$ cat src/rtl/player_input_hub.sv
// Player control front end: debounced push-buttons merged with PS/2 set-2 keys
// into per-channel level, press and auto-repeating action pulses.
module player_input_hub #(
    parameter int                NCH      = 4,
    parameter int                DEB_CYC  = 1000000,
    parameter int                REP_DLY  = 25000000,
    parameter int                REP_PER  = 5000000,
    parameter logic [NCH*8-1:0]  KEYCODES = {8'h3B, 8'h4B, 8'h1C, 8'h23}
) (
    input  logic            clk,
    input  logic            rstn,
    input  logic [NCH-1:0]  btn_n,
    input  logic            ps2_done,
    input  logic [7:0]      ps2_data,
    input  logic            kb_clr,
    output logic [NCH-1:0]  level,
    output logic [NCH-1:0]  press,
    output logic [NCH-1:0]  act
);

    localparam int DW      = $clog2(DEB_CYC);
    localparam int REP_MAX = (REP_DLY > REP_PER) ? REP_DLY : REP_PER;
    localparam int RW      = $clog2(REP_MAX);

    localparam logic [DW-1:0] DEB_LAST = DW'(DEB_CYC - 1);
    localparam logic [RW-1:0] REP_FIRST = RW'(REP_DLY - 1);
    localparam logic [RW-1:0] REP_NEXT  = RW'(REP_PER - 1);

    typedef enum logic [1:0] {
        ST_IDLE    = 2'd0,
        ST_BRK     = 2'd1,
        ST_EXT     = 2'd2,
        ST_EXT_BRK = 2'd3
    } kb_state_e;

    kb_state_e       kb_state_q;
    logic [NCH-1:0]  key_held_q;
    logic [NCH-1:0]  key_match;

    logic [NCH-1:0]  sync1_q, sync2_q;
    logic [NCH-1:0]  stable_q, stable_d;
    logic [DW-1:0]   deb_cnt_q [NCH];
    logic [DW-1:0]   deb_cnt_d [NCH];

    logic [NCH-1:0]  level_q, level_d;
    logic [NCH-1:0]  press_q, press_d;
    logic [NCH-1:0]  act_q, act_d;
    logic [NCH-1:0]  tick_d;
    logic [RW-1:0]   rep_cnt_q [NCH];
    logic [RW-1:0]   rep_cnt_d [NCH];

    // Channels whose make code equals the current byte
    always_comb begin
        for (int i = 0; i < NCH; i++) begin
            key_match[i] = (KEYCODES[8*i +: 8] == ps2_data);
        end
    end

    // Scancode decoder; kb_clr wins over a coincident strobe
    always_ff @(posedge clk or negedge rstn) begin
        if (!rstn) begin
            kb_state_q <= ST_IDLE;
            key_held_q <= '0;
        end else if (kb_clr) begin
            kb_state_q <= ST_IDLE;
            key_held_q <= '0;
        end else if (ps2_done) begin
            case (kb_state_q)
                ST_IDLE: begin
                    if (ps2_data == 8'hF0) begin
                        kb_state_q <= ST_BRK;
                    end else if (ps2_data == 8'hE0) begin
                        kb_state_q <= ST_EXT;
                    end else begin
                        key_held_q <= key_held_q | key_match;
                    end
                end
                ST_BRK: begin
                    key_held_q <= key_held_q & ~key_match;
                    kb_state_q <= ST_IDLE;
                end
                ST_EXT: begin
                    kb_state_q <= (ps2_data == 8'hF0) ? ST_EXT_BRK : ST_IDLE;
                end
                ST_EXT_BRK: kb_state_q <= ST_IDLE;
                default:    kb_state_q <= ST_IDLE;
            endcase
        end
    end

    // Debounce: the stable state only follows a sample that disagrees for DEB_CYC cycles
    always_comb begin
        stable_d = stable_q;
        for (int i = 0; i < NCH; i++) begin
            if (sync2_q[i] == stable_q[i]) begin
                deb_cnt_d[i] = '0;
            end else if (deb_cnt_q[i] == DEB_LAST) begin
                stable_d[i]  = sync2_q[i];
                deb_cnt_d[i] = '0;
            end else begin
                deb_cnt_d[i] = deb_cnt_q[i] + DW'(1);
            end
        end
    end

    // Level/press/repeat; the repeat counter idles while the channel is released
    always_comb begin
        level_d = ~stable_q | key_held_q;
        press_d = level_d & ~level_q;
        tick_d  = '0;
        for (int i = 0; i < NCH; i++) begin
            if (!level_d[i]) begin
                rep_cnt_d[i] = '0;
            end else if (press_d[i]) begin
                rep_cnt_d[i] = REP_FIRST;
            end else if (rep_cnt_q[i] == '0) begin
                tick_d[i]    = 1'b1;
                rep_cnt_d[i] = REP_NEXT;
            end else begin
                rep_cnt_d[i] = rep_cnt_q[i] - RW'(1);
            end
        end
        act_d = press_d | tick_d;
    end

    // Synchronizers, debounce state, counters and registered outputs
    always_ff @(posedge clk or negedge rstn) begin
        if (!rstn) begin
            sync1_q  <= '1;
            sync2_q  <= '1;
            stable_q <= '1;
            level_q  <= '0;
            press_q  <= '0;
            act_q    <= '0;
            for (int i = 0; i < NCH; i++) begin
                deb_cnt_q[i] <= '0;
                rep_cnt_q[i] <= '0;
            end
        end else begin
            sync1_q  <= btn_n;
            sync2_q  <= sync1_q;
            stable_q <= stable_d;
            level_q  <= level_d;
            press_q  <= press_d;
            act_q    <= act_d;
            for (int i = 0; i < NCH; i++) begin
                deb_cnt_q[i] <= deb_cnt_d[i];
                rep_cnt_q[i] <= rep_cnt_d[i];
            end
        end
    end

    assign level = level_q;
    assign press = press_q;
    assign act   = act_q;

endmodule

$ cat config.mk
export PLATFORM = sky130hd
export DESIGN_NAME = player_input_hub
export DESIGN_NICKNAME = d
export VERILOG_FILES = /design/src/rtl/player_input_hub.sv
export SDC_FILE = /design/constraint.sdc
export NUM_CORES = 1
export LEC_CHECK = 0
export BUFFER_PORTS_ARGS = -buffer_cell sky130_fd_sc_hd__buf_2
export CORE_ASPECT_RATIO = 1.2
export CORE_UTILIZATION = 50
export DETAILED_ROUTE_END_ITERATION = 12
export PLACE_DENSITY = 0.73
export SLEW_MARGIN = 30
export SYNTH_ARGS = -nofsm -noshare
export SYNTH_HDL_FRONTEND = slang
export SYNTH_SLANG_ARGS = --single-unit
$ cat constraint.sdc
create_clock -name clk -period 2.65 [get_ports clk]
set_input_delay 0.1325 -clock clk [delete_from_list [all_inputs] [get_ports clk]]
set_output_delay 0.1325 -clock clk [all_outputs]
set_load 0.02 [all_outputs]
======== Word-level counts from Yosys, hierarchy flattened ========
Cells that the tools add are included.
word-level totals
  input port bits ......................... 16
  memories ................................ 0
  latch bits .............................. 0
  output and inout port bits .............. 12
  memory bits (writable) .................. 0
  flip-flop bits (word level) ............. 210
  word-level logic and storage cells ...... 116
  memory bits (read-only) ................. 0
cells by class
  muxes and demuxes ....................... 43
  $add $sub $neg .......................... 8
  equality and inequality tests ........... 20
  bitwise operators ....................... 12
  order comparisons ....................... 0
  div/mod/pow operators ................... 0
  reduce and logical (&&, ||, !) cells .... 14
  shifts and indexed selects .............. 0
  multiply operators ...................... 0
operators with widths
  kind                   number
  $mux 25                12
  $mux 20                8
  $logic_not 25->1       4
  $sub 25x1->25 const B  4
  $add 20x1->20 const B  4
  $eq 20x20->1 const B   4
  $eq 6x8->1 const A     2
  $eq 8x8->1 const B     2
  $mux 4                 4
  $mux 1                 12
  $not 4->4              3
  $or 4x4->4             3
  $mux 2                 5
  $reduce_and 2->1       5
  $and 4x4->4            2
  $eq 5x8->1 const A     1
  $eq 7x8->1 const A     1
  $pmux 4 s2             1
  $ne 3x3->1 const B     2
  $pmux 2 s3             1
  $eq 1x1->1             4
  $eq 2x2->1 const B     2
  $ne 4x4->1 const B     1
  $not 1->1              4
  6 further kinds        6

======== Longest topological paths before layout ========
Gate-level depths: netlist (run 1).
  word-level depth ........................ 7
  gate-level depth with buffers ........... 8
  gate-level depth less buffers ........... 7

======== Least setup slack after synthesis (run 1) ========
OpenSTA, ideal clock, no wires.
  path type ............................... register to register
  start ................................... register rep_cnt_q[0] in the netlist's numbering
  end ..................................... register rep_cnt_q[18] in the netlist's numbering
  period minus slack after synthesis ...... 2132 ps
  setup slack ............................. 518 ps
  data required time ...................... 2572 ps
  arrival ................................. 2054 ps
  cell stages (with the launch flop) ...... 8
  setup time .............................. 78 ps
  path buffers ............................ 0
  cell sequence ........................... dfrtp_1 > inv_1 > ha_1 > or4b_4 > nand2b_4 > or4b_1 > xor2_1 > a21oi_1
RTL lines
  what                             line  source
  start, declared                  49    logic [RW-1:0] rep_cnt_q [NCH];
  start signal, assigned by index  148   rep_cnt_q[i] <= rep_cnt_d[i];

==> results of run 1 <==
==> layout make-up <==
type	instances	area, um^2	share of cell area
well taps	261	327	0.0289
flip-flops and latches	210	5270	0.466
clock buffers	35	681	0.0602
clock inverters	7	67.6	0.00597
inverters	21	78.8	0.00697
repair buffers	48	335	0.0296
multi-input cells	731	4560	0.403
==> metal layers <==
layer,vias to the layer above,part of all wire
met3,39,0.030
met5,-,0
met4,0,0.024
met2,83,0.48
met1,3529,0.46
li1,3560,-
==> through the flow <==
step	worst slack [ns]	hold WS [ns]
2_1_floorplan	0.518	-0.163
3_3_place_gp	0.426	0.152
3_5_place_dp	0.319	0.161
4_1_cts	0.296	0.00279
5_1_grt	0.155	0.0376
6_report	0.302	0.0231
==> worst paths after layout <==
kind	slack, ns	endpoint
max reg2reg	0.30	rep_cnt_q[4]$_DFF_PN0_
min in group asynchronous	0.20	deb_cnt_q[41]$_DFF_PN0_
max	0.30	rep_cnt_q[4]$_DFF_PN0_
min reg2reg	0.35	sync2_q[1]$_DFF_PN1_
max in group asynchronous	1.57	rep_cnt_q[38]$_DFF_PN0_
min	0.02	key_held_q[3]$_DFFE_PN0P_
==> cell usage after synthesis (all sizes together) <==
| cell type | instances |
|---|---|
| clkbuf | 16 |
| mux2i | 3 |
| xnor2 | 72 |
| and4 | 6 |
| nand4b | 1 |
| o31a | 4 |
| and2 | 6 |
| or2b | 1 |
| or2 | 10 |
| nand2 | 57 |
| buf | 10 |
| nand4bb | 1 |
| mux2 | 4 |
| nor3 | 39 |
| nand3b | 4 |
| ha | 8 |
| a21oi | 55 |
| a31o | 1 |
| and3 | 11 |
| o21ai | 10 |
| o22ai | 12 |
| or4 | 15 |
| o41ai | 2 |
| nand3 | 55 |
| dfrtp | 198 |
| nor4b | 3 |
| nor3b | 2 |
| a31oi | 11 |
| dfstp | 12 |
| nor2 | 157 |
| xor2 | 74 |
| a311oi | 1 |
| o311ai | 1 |
| nor2b | 6 |
| a2111oi | 1 |
| nand4 | 19 |
| a41o | 1 |
| or4b | 4 |
| nor4bb | 2 |
| or3 | 16 |
| nor4 | 42 |
| inv | 21 |
| o31ai | 6 |
| and4b | 2 |
| nand2b | 6 |
==> cells by family after synthesis <==
kind of cell             count (synthesis)  share of synthesized area
multiplexers                             7                    0.00748
XOR/XNOR                               146                      0.127
adder cells (fa/ha/maj)                  8                    0.00998
AO/OA/AOI/OAI                          105                     0.0642
buffers and inverters                   47                     0.0207
AND/OR/NAND/NOR                        465                      0.245
flip-flops                             210                      0.525
==> power by group <==
| part | switching, mW | total (mW) | internal (mW) |
|---|---|---|---|
| clock network | 1.24 | 3.11 | 1.87 |
| registers | 0.0198 | 3.25 | 3.23 |
| logic | 0.106 | 0.150 | 0.0442 |
| total | 1.37 | 6.52 | 5.15 |
==> timing repair <==
action	CTS	global route
setup buffers	0	0
hold endpoints to repair	87	0
gates resized for setup	0	0
hold buffers	8	0
==> critical path, cell delays in order, from the launching register on <==
cell and delay (ns):
dfrtp_1 0.40, inv_1 0.07, ha_1 0.20, or4b_4 0.51, nor4_2 0.24, nand4_1 0.27
and2_1 0.34, a31oi_1 0.22
==> reports/summary.txt, run 1 <==
Result of the run - completed
Area Overhead vs Synth - 12.8%
Type of the worst setup path - flip-flop to flip-flop
Number of antenna violations at the first check in global routing - 0
Filler-free cell count of the finished design - 1313
GR Overflow Total - 0
Number of max-cap violations - 0
Min cycle time layout - 2.35 ns
Detailed-routing iteration count for the pre-antenna-repair pass - 4
Vias - 7211
GR Util met2 - 0.326
Post-synthesis instance area - 10000 um^2
Count of yosys warnings during synthesis - 0
Sum of routed wire length over all layers - 18400 um
M1 GR Usage - 0.239
Crit Path Max Fanout - 8
Detailed-route vias per instance - 5.49
Worst Hold Path Cells - 4
CTS tree - done
Relative max-transition margin - 0.486
Total Neg Setup Slack - 0 ns
Most common library cell in the layout ignoring fill and taps - dfrtp_1
Ratio of cells with drive above 1 in the final layout - 0.120
Number of flip-flops in the largest register - 100
Synthesized instance count - 988
Setup violation total in the final timing report - 0
TritonCTS Sinks - 210
Skew final - 0.0102 ns
Required time of the critical path - 3.07 ns
Total power divided by cell area - 576 nW/um^2
Wire length of the first global-routing pass - 32400 um
Worst Reg-to-Reg Cells - 7
Initial Utilization - 0.511
Tightest Pin Transition - 0.764 ns
Peak supply drop - 0.464 mV
Leading cell types by total area after synthesis - dfrtp_1, xor2_1, xnor2_1, nor2_1, dfstp_2
Avg Synthesized Cell Area - 10.2 um^2
TritonCTS buffer count - 23
Final Core Density - 0.577
Distinct cell type count after synthesis - 58
Fraction of post-synthesis cell area in the top cell type by area - 0.494
Core box area - 19600 um^2
Max Transition Viols Final - 0
Final HPWL from detailed placement - 12100 um
Area of the die - 20600 um^2
Period utilization - 0.886
Class of the most critical hold timing path - primary input to flip-flop
Fin nets - 1059
Leakage power - 4.62 nW
Register area share after synthesis - 0.525
# diodes - 0
Startpoint types - flip-flop
Largest registers - rep_cnt_q (100), deb_cnt_q (80)
Commonest non-fill, non-tap cells in the layout - dfrtp_1, nor2_1, xor2_1
Clock slew at the register clock pins of the worst setup and hold paths - 0.06 ns
Skew-Pair Late Insertion Delay - 0.51 ns
Top reg by flops - rep_cnt_q
Launch instance of the worst min-delay path - ps2_data[5]
Total power - 6.52 mW
Highest clock frequency the design can meet - 426 MHz
Arrival @ worst endpoint - 2.77 ns
Final Cell Area - 11300 um^2
Deepest clock path buffer count - 3
Number of buffer cells added on primary ports - 27
Via count of the first global-routing pass - 7120
GRT met3 Usage - 0.0274
Clock root buffer - clkbuf_16
Die X - 131 um
Maximum number of pins on one net before global-route repair - 82
Final-layout fill cell count - 1690
All-Layer GR Usage - 0.187
Number of remaining DRC errors - 0
Instance count after placement with tap cells included - 1263
RD Place Congestion - 0.807
Start point of the critical path - rep_cnt_q[0]$_DFF_PN0_
Leading area contributor after synthesis - dfrtp_1
H-tree depth - 1
Io pins - 28
GR peak layer - met2
Endpoint class of the critical path - flip-flop
Synthesized flop and latch total - 210
Number of nets with antenna violations after routing - 0
Number of DRC markers in iteration 0 - 329
Cell area after placement - 10500 um^2
Synthesized net count - 1012
Number of failing hold endpoints at the final stage - 0
Launch instance of the worst register-to-register path - rep_cnt_q[0]$_DFF_PN0_
Row cnt - 56
Routed WL per cell - 14.0 um
Chip Height - 157 um
Setup repair after global routing missed its margin - no
No activity file was read; power rests on OpenSTA's default activity.
==> run 2, diff against run 1 <==
--- a/config.mk
+++ b/config.mk
@@ -9,6 +9,7 @@
 export CORE_ASPECT_RATIO = 1.2
 export CORE_UTILIZATION = 50
 export DETAILED_ROUTE_END_ITERATION = 12
+export MAX_ROUTING_LAYER = met4
 export PLACE_DENSITY = 0.73
 export SLEW_MARGIN = 30
 export SYNTH_ARGS = -nofsm -noshare
==> reports/summary.txt, run 2 (same netlist as run 1, synthesis figures left out) <==
Reg2reg setup slack - 0.31 ns
Class of the most critical hold timing path - primary input to flip-flop
Via count of the first global-routing pass - 7111
Commonest non-fill, non-tap cells in the layout - dfrtp_1, nor2_1, xor2_1
Die X - 131 um
Final HPWL from detailed placement - 12100 um
Hold-critical path endpoint - key_held_q[3]$_DFFE_PN0P_
Multi-input logic area - 4560 um^2
Launch instance of the worst register-to-register path - rep_cnt_q[0]$_DFF_PN0_
Highest clock frequency the design can meet - 427 MHz
Peak supply drop - 0.465 mV
Number of post-CTS setup repair buffers - 0
Launch instance of the worst min-delay path - ps2_data[5]
Setup violation total in the final timing report - 0
Routed WL per cell - 14.0 um
GR Overflow Total - 0
CTS tree - done
Crit path max-delay cell type - or4b_4
Flip-flop and latch area - 5270 um^2
Worst slack at placement - 0.319 ns
Chip Height - 157 um
Max Transition Viols Final - 0
Clock root buffer - clkbuf_16
Number of failing hold endpoints at the final stage - 0
Setup ws final - 0.307 ns
Final Cell Area - 11300 um^2
TritonCTS Sinks - 210
Result of the run - completed
Maximum number of pins on one net before global-route repair - 82
Crit Path Max Fanout - 8
Number of max-cap violations - 0
Final Core Density - 0.577
H-tree depth - 1
Largest stage delay on the critical path - 0.51 ns
Top reg by flops - rep_cnt_q
Leakage power - 4.62 nW
Period utilization - 0.884
TritonCTS buffer count - 23
Number of flip-flops in the largest register - 100
Fin nets - 1059
Endpoint class of the critical path - flip-flop
Total power - 6.51 mW
Cell area after placement - 10500 um^2
Detailed-route vias per instance - 5.49
Number of gates resized after CTS - 0
Relative max-transition margin - 0.486
Most common library cell in the layout ignoring fill and taps - dfrtp_1
Required time of the critical path - 3.07 ns
Arrival @ worst endpoint - 2.77 ns
Sum of routed wire length over all layers - 18400 um
Tightest Pin Transition - 0.764 ns
Deepest clock path buffer count - 3
Terminus of the critical flop-to-flop path - rep_cnt_q[4]$_DFF_PN0_
Row cnt - 56
Startpoint types - flip-flop
Area of the die - 20600 um^2
Number of buffer cells added on primary ports - 27
Clock slew at the register clock pins of the worst setup and hold paths - 0.06 ns
Worst Hold Path Cells - 4
Wire length of the first global-routing pass - 32400 um
Skew-Pair Late Insertion Delay - 0.51 ns
Worst Reg-to-Reg Cells - 7
Initial Utilization - 0.511
Met1 wire length - 8540 um
Number of nets with antenna violations after routing - 0
Core box area - 19600 um^2
Setup repair after global routing missed its margin - no
Ordered list of cells on the worst path - inv_1, ha_1, or4b_4, nor4_2, nand4_1, and2_1, a31oi_1
Number of antenna violations at the first check in global routing - 0
Total Neg Setup Slack - 0 ns
Largest registers - rep_cnt_q (100), deb_cnt_q (80)
Skew final - 0.0102 ns
RD Place Congestion - 0.819
Total power divided by cell area - 576 nW/um^2
Number of remaining DRC errors - 0
Top Metal Used - met4
Min cycle time layout - 2.34 ns
# diodes - 0
Io pins - 28
Final-layout fill cell count - 1690
Detailed-routing iteration count for the pre-antenna-repair pass - 5
Met2 routed WL - 8860 um
Type of the worst setup path - flip-flop to flip-flop
Area Overhead vs Synth - 12.8%
Met3 WL - 552 um
Ratio of cells with drive above 1 in the final layout - 0.120
Number of DRC markers in iteration 0 - 295
All-Layer GR Usage - 0.193
Vias - 7209
==> run 2: cell counts in the layout (fill, tap and decap cells not counted) <==
No cell type changed its count.
==> run 2: through the flow <==
stage	hold slack [ns]	instances
after floorplan	-0.163	988
after global placement	0.152	1263
after detailed placement	0.161	1263
after CTS	0.00279	1313
after global routing	0.0376	1313
final	0.0219	1313
==> run 2: worst max-delay path by stage <==
| stage | start | depth (start not counted) | end |
|---|---|---|---|
| 2_1_floorplan | rep_cnt_q[0]$_DFF_PN0_ | 7 | rep_cnt_q[18]$_DFF_PN0_ |
| 3_3_place_gp | rep_cnt_q[25]$_DFF_PN0_ | 7 | rep_cnt_q[25]$_DFF_PN0_ |
| 3_5_place_dp | rep_cnt_q[25]$_DFF_PN0_ | 7 | rep_cnt_q[39]$_DFF_PN0_ |
| 4_1_cts | rep_cnt_q[25]$_DFF_PN0_ | 7 | rep_cnt_q[25]$_DFF_PN0_ |
| 5_1_grt | rep_cnt_q[25]$_DFF_PN0_ | 7 | rep_cnt_q[36]$_DFF_PN0_ |
| 6_report | rep_cnt_q[0]$_DFF_PN0_ | 7 | rep_cnt_q[4]$_DFF_PN0_ |
==> run 2: power by group <==
group	leakage (nW)	internal (mW)	total [mW]	switching, mW
sequential	2.55	3.23	3.25	0.0198
combinational	1.70	0.0442	0.150	0.106
clock	0.372	1.87	3.11	1.24
total	4.62	5.15	6.51	1.37
==> run 2: what timing repair did <==
| item | CTS | global route |
|---|---|---|
| setup endpoints to repair | 0 | 0 |
| hold endpoints to repair | 87 | 0 |
| hold buffers | 8 | 0 |
==> run 2: worst max-delay path: cells and delay by family (launching register included) <==
family	cells	cell delay, ns
adder cells (fa/ha/maj)	1	0.20
AO/OA/AOI/OAI	1	0.22
AND/OR/NAND/NOR	4	1.36
flip-flops	1	0.40
buffers and inverters	1	0.07
==> run 2: cell type report <==
class | instances | area share
clock buffer | 35 | 0.0602
clock inverter | 7 | 0.00597
inverter | 21 | 0.00697
multi-input combinational | 731 | 0.403
sequential | 210 | 0.466
tap | 261 | 0.0289
timing repair buffer | 48 | 0.0296
==> run 2: layer usage <==
| metal | track usage | vias up |
|---|---|---|
| li1 | - | 3560 |
| met1 | 0.240 | 3519 |
| met2 | 0.326 | 90 |
| met3 | 0.0274 | 40 |
| met4 | 0.0637 | 0 |
| met5 | - | - |
==> run 3, diff against run 2 <==
--- a/config.mk
+++ b/config.mk
@@ -5,6 +5,7 @@
 export SDC_FILE = /design/constraint.sdc
 export NUM_CORES = 1
 export LEC_CHECK = 0
+export ABC_AREA = 1
 export BUFFER_PORTS_ARGS = -buffer_cell sky130_fd_sc_hd__buf_2
 export CORE_ASPECT_RATIO = 1.2
 export CORE_UTILIZATION = 50
==> reports/summary.txt, run 3 <==
Result of the run - completed
Number of flops mapped to enable cells by yosys - 0
Maximum number of pins on one net before global-route repair - 91
Highest clock frequency the design can meet - 536 MHz
Avg Synthesized Cell Area - 7.38 um^2
Number of antenna violations at the first check in global routing - 0
Worst Hold Path Cells - 5
Portion of total power attributed to sequential cells - 0.455
TritonCTS buffer count - 25
Die X - 142 um
Post-synthesis instance area - 11800 um^2
Area of the die - 24300 um^2
Ratio of cells with drive above 1 in the final layout - 0.0979
Hold-fix buffers at CTS - 7
# diodes - 0
Area Overhead vs Synth - 12.8%
Vias - 9911
Crit Path Max Fanout - 13
Cell area after placement - 12400 um^2
Min cycle time layout - 1.86 ns
H-tree depth - 1
Asr flop ratio synth - 1.00
Number of nets with antenna violations after routing - 0
Worst Reg-to-Reg Cells - 5
Deepest clock path buffer count - 3
Number of gates resized after CTS - 0
Sw Share - 0.214
Startpoint types - flip-flop
Top reg by flops - rep_cnt_q
Total power divided by cell area - 540 nW/um^2
Required time of the critical path - 3.03 ns
Number of max-cap violations - 0
Skew final - 0.0114 ns
Fraction of post-synthesis cell area in the top cell type by area - 0.419
TritonCTS Sinks - 210
Clock slew at the register clock pins of the worst setup and hold paths - 0.06 ns
Max Transition Viols Final - 0
Setup violation total in the final timing report - 0
Synth top cells by count - nand2_1, nor2_1, inv_1
Count of yosys warnings during synthesis - 0
Final-layout fill cell count - 2193
Core box area - 23200 um^2
Internal power contribution - 5.65 mW
Setup repair after global routing missed its margin - no
Number of remaining DRC errors - 0
Relative max-transition margin - 0.524
Number of post-CTS setup repair buffers - 0
GR Overflow Total - 0
Most frequently used flop master after synthesis - dfrtp_1
Number of flip-flops in the largest register - 100
All-Layer GR Usage - 0.219
Row cnt - 61
Count leader, synth - nand2_1
Number of buffer cells added on primary ports - 27
Distinct cell type count after synthesis - 39
Number of failing hold endpoints at the final stage - 0
Number of DRC markers in iteration 0 - 586
Endpoint class of the critical path - flip-flop
Period utilization - 0.704
Leading cell types by total area after synthesis - dfrtp_1, nand2_1, nor2_1, inv_1, nand3_1
Tightest Pin Transition - 0.715 ns
Skew-Pair Late Insertion Delay - 0.52 ns
Leakage power - 6.48 nW
Filler-free cell count of the finished design - 1990
Via count of the first global-routing pass - 9757
Final HPWL from detailed placement - 17400 um
Wire length of the first global-routing pass - 43100 um
Routed WL per cell - 12.3 um
Most common library cell in the layout ignoring fill and taps - nand2_1
Type of the worst setup path - flip-flop to flip-flop
Register area share after synthesis - 0.446
Largest registers - rep_cnt_q (100), deb_cnt_q (80)
Clock network power share - 0.515
Total Neg Setup Slack - 0 ns
Peak supply drop - 0.460 mV
Synthesized net count - 1625
Final Cell Area - 13300 um^2
Leading area contributor after synthesis - dfrtp_1
Arrival @ worst endpoint - 2.24 ns
Sum of routed wire length over all layers - 24400 um
Initial Utilization - 0.509
Commonest non-fill, non-tap cells in the layout - nand2_1, nor2_1, inv_1
Io pins - 28
Clock root buffer - clkbuf_16
Instance count after placement with tap cells included - 1939
Sw Pwr - 1.54 mW
Detailed-routing iteration count for the pre-antenna-repair pass - 4
RD Place Congestion - 0.877
Synthesized flop and latch total - 210
Chip Height - 170 um
Fin nets - 1682
CTS tree - done
Combinational cell fraction of total power - 0.030
Synthesized instance count - 1601
Class of the most critical hold timing path - primary input to flip-flop
Detailed-route vias per instance - 4.98
-- run 3: changes by cell type after synthesis, moves of 21 or more --
cell,change
nand2_1,+340
inv_1,+186
nor2_1,+183
nand3_1,+51
xnor2_1,-41
nor4_1,-30
a21oi_1,-26
o21ai_0,+23
xor2_1,-21
-- run 3: logic make-up after synthesis --
logic type,after synthesis,synth area share
simple gates,1002,0.378
fa+ha+maj,8,0.00847
compound gates,73,0.0330
flops,210,0.446
buf+inv,224,0.0722
xor+xnor,84,0.0623
-- run 3: layout make-up --
cell class              instances  area, um^2  area share
repair buffers                 38         270      0.0203
inverters                     216         811      0.0608
well taps                     315         394      0.0296
clock inverters                14         234      0.0176
flip-flops and latches        210        5270       0.395
clock buffers                  30         654      0.0491
multi-input cells            1167        5690       0.427
-- run 3: final timing paths --
check / startpoint / slack, ns / to
min: ps2_done / 0.02 / kb_state_q[0]$_DFFE_PN0P_
max in group asynchronous: rstn / 1.59 / rep_cnt_q[9]$_DFF_PN0_
max reg2reg: stable_q[1]$_DFFE_PN1P_ / 0.79 / rep_cnt_q[69]$_DFF_PN0_
min reg2reg: sync1_q[3]$_DFF_PN1_ / 0.36 / sync2_q[3]$_DFF_PN1_
min in group asynchronous: rstn / 0.22 / rep_cnt_q[14]$_DFF_PN0_
max: stable_q[1]$_DFFE_PN1P_ / 0.79 / rep_cnt_q[69]$_DFF_PN0_
-- run 3: power groups by stage --
stage	Clock (mW)	Combinational, mW	Sequential [mW]
2_1_floorplan	0	0.100	3.32
3_3_place_gp	0	0.211	3.32
3_5_place_dp	0	0.216	3.33
4_1_cts	3.78	0.225	3.27
5_1_grt	3.90	0.259	3.27
6_report	3.70	0.218	3.27
-- run 3: per-stage QoR --
stage / hold slack (ns) / power [mW] / util / setup WS (ns)
2_1_floorplan: -0.163 / 3.42 / - / 1.18
3_3_place_gp: 0.199 / 3.54 / 0.533 / 0.752
3_5_place_dp: 0.197 / 3.54 / 0.533 / 0.747
4_1_cts: 0.00143 / 7.28 / 0.574 / 0.732
5_1_grt: 0.0542 / 7.43 / 0.574 / 0.580
6_report: 0.0197 / 7.19 / 0.574 / 0.786
-- run 3: worst max-delay path: stages (launching register included) --
cell     delay, ns
dfstp_2       0.56
inv_1         0.05
nor2_2        0.39
inv_1         0.33
o21ai_1       0.30
nand2_1       0.10
-- run 3: per-layer routing --
layer | track usage | wire (um) | vias to the layer above
met3 | 0.0270 | 908 | 43
li1 | - | - | 5095
met2 | 0.387 | 12000 | 164
met1 | 0.262 | 11000 | 4609
met5 | - | 0 | -
met4 | 0.0598 | 491 | 0
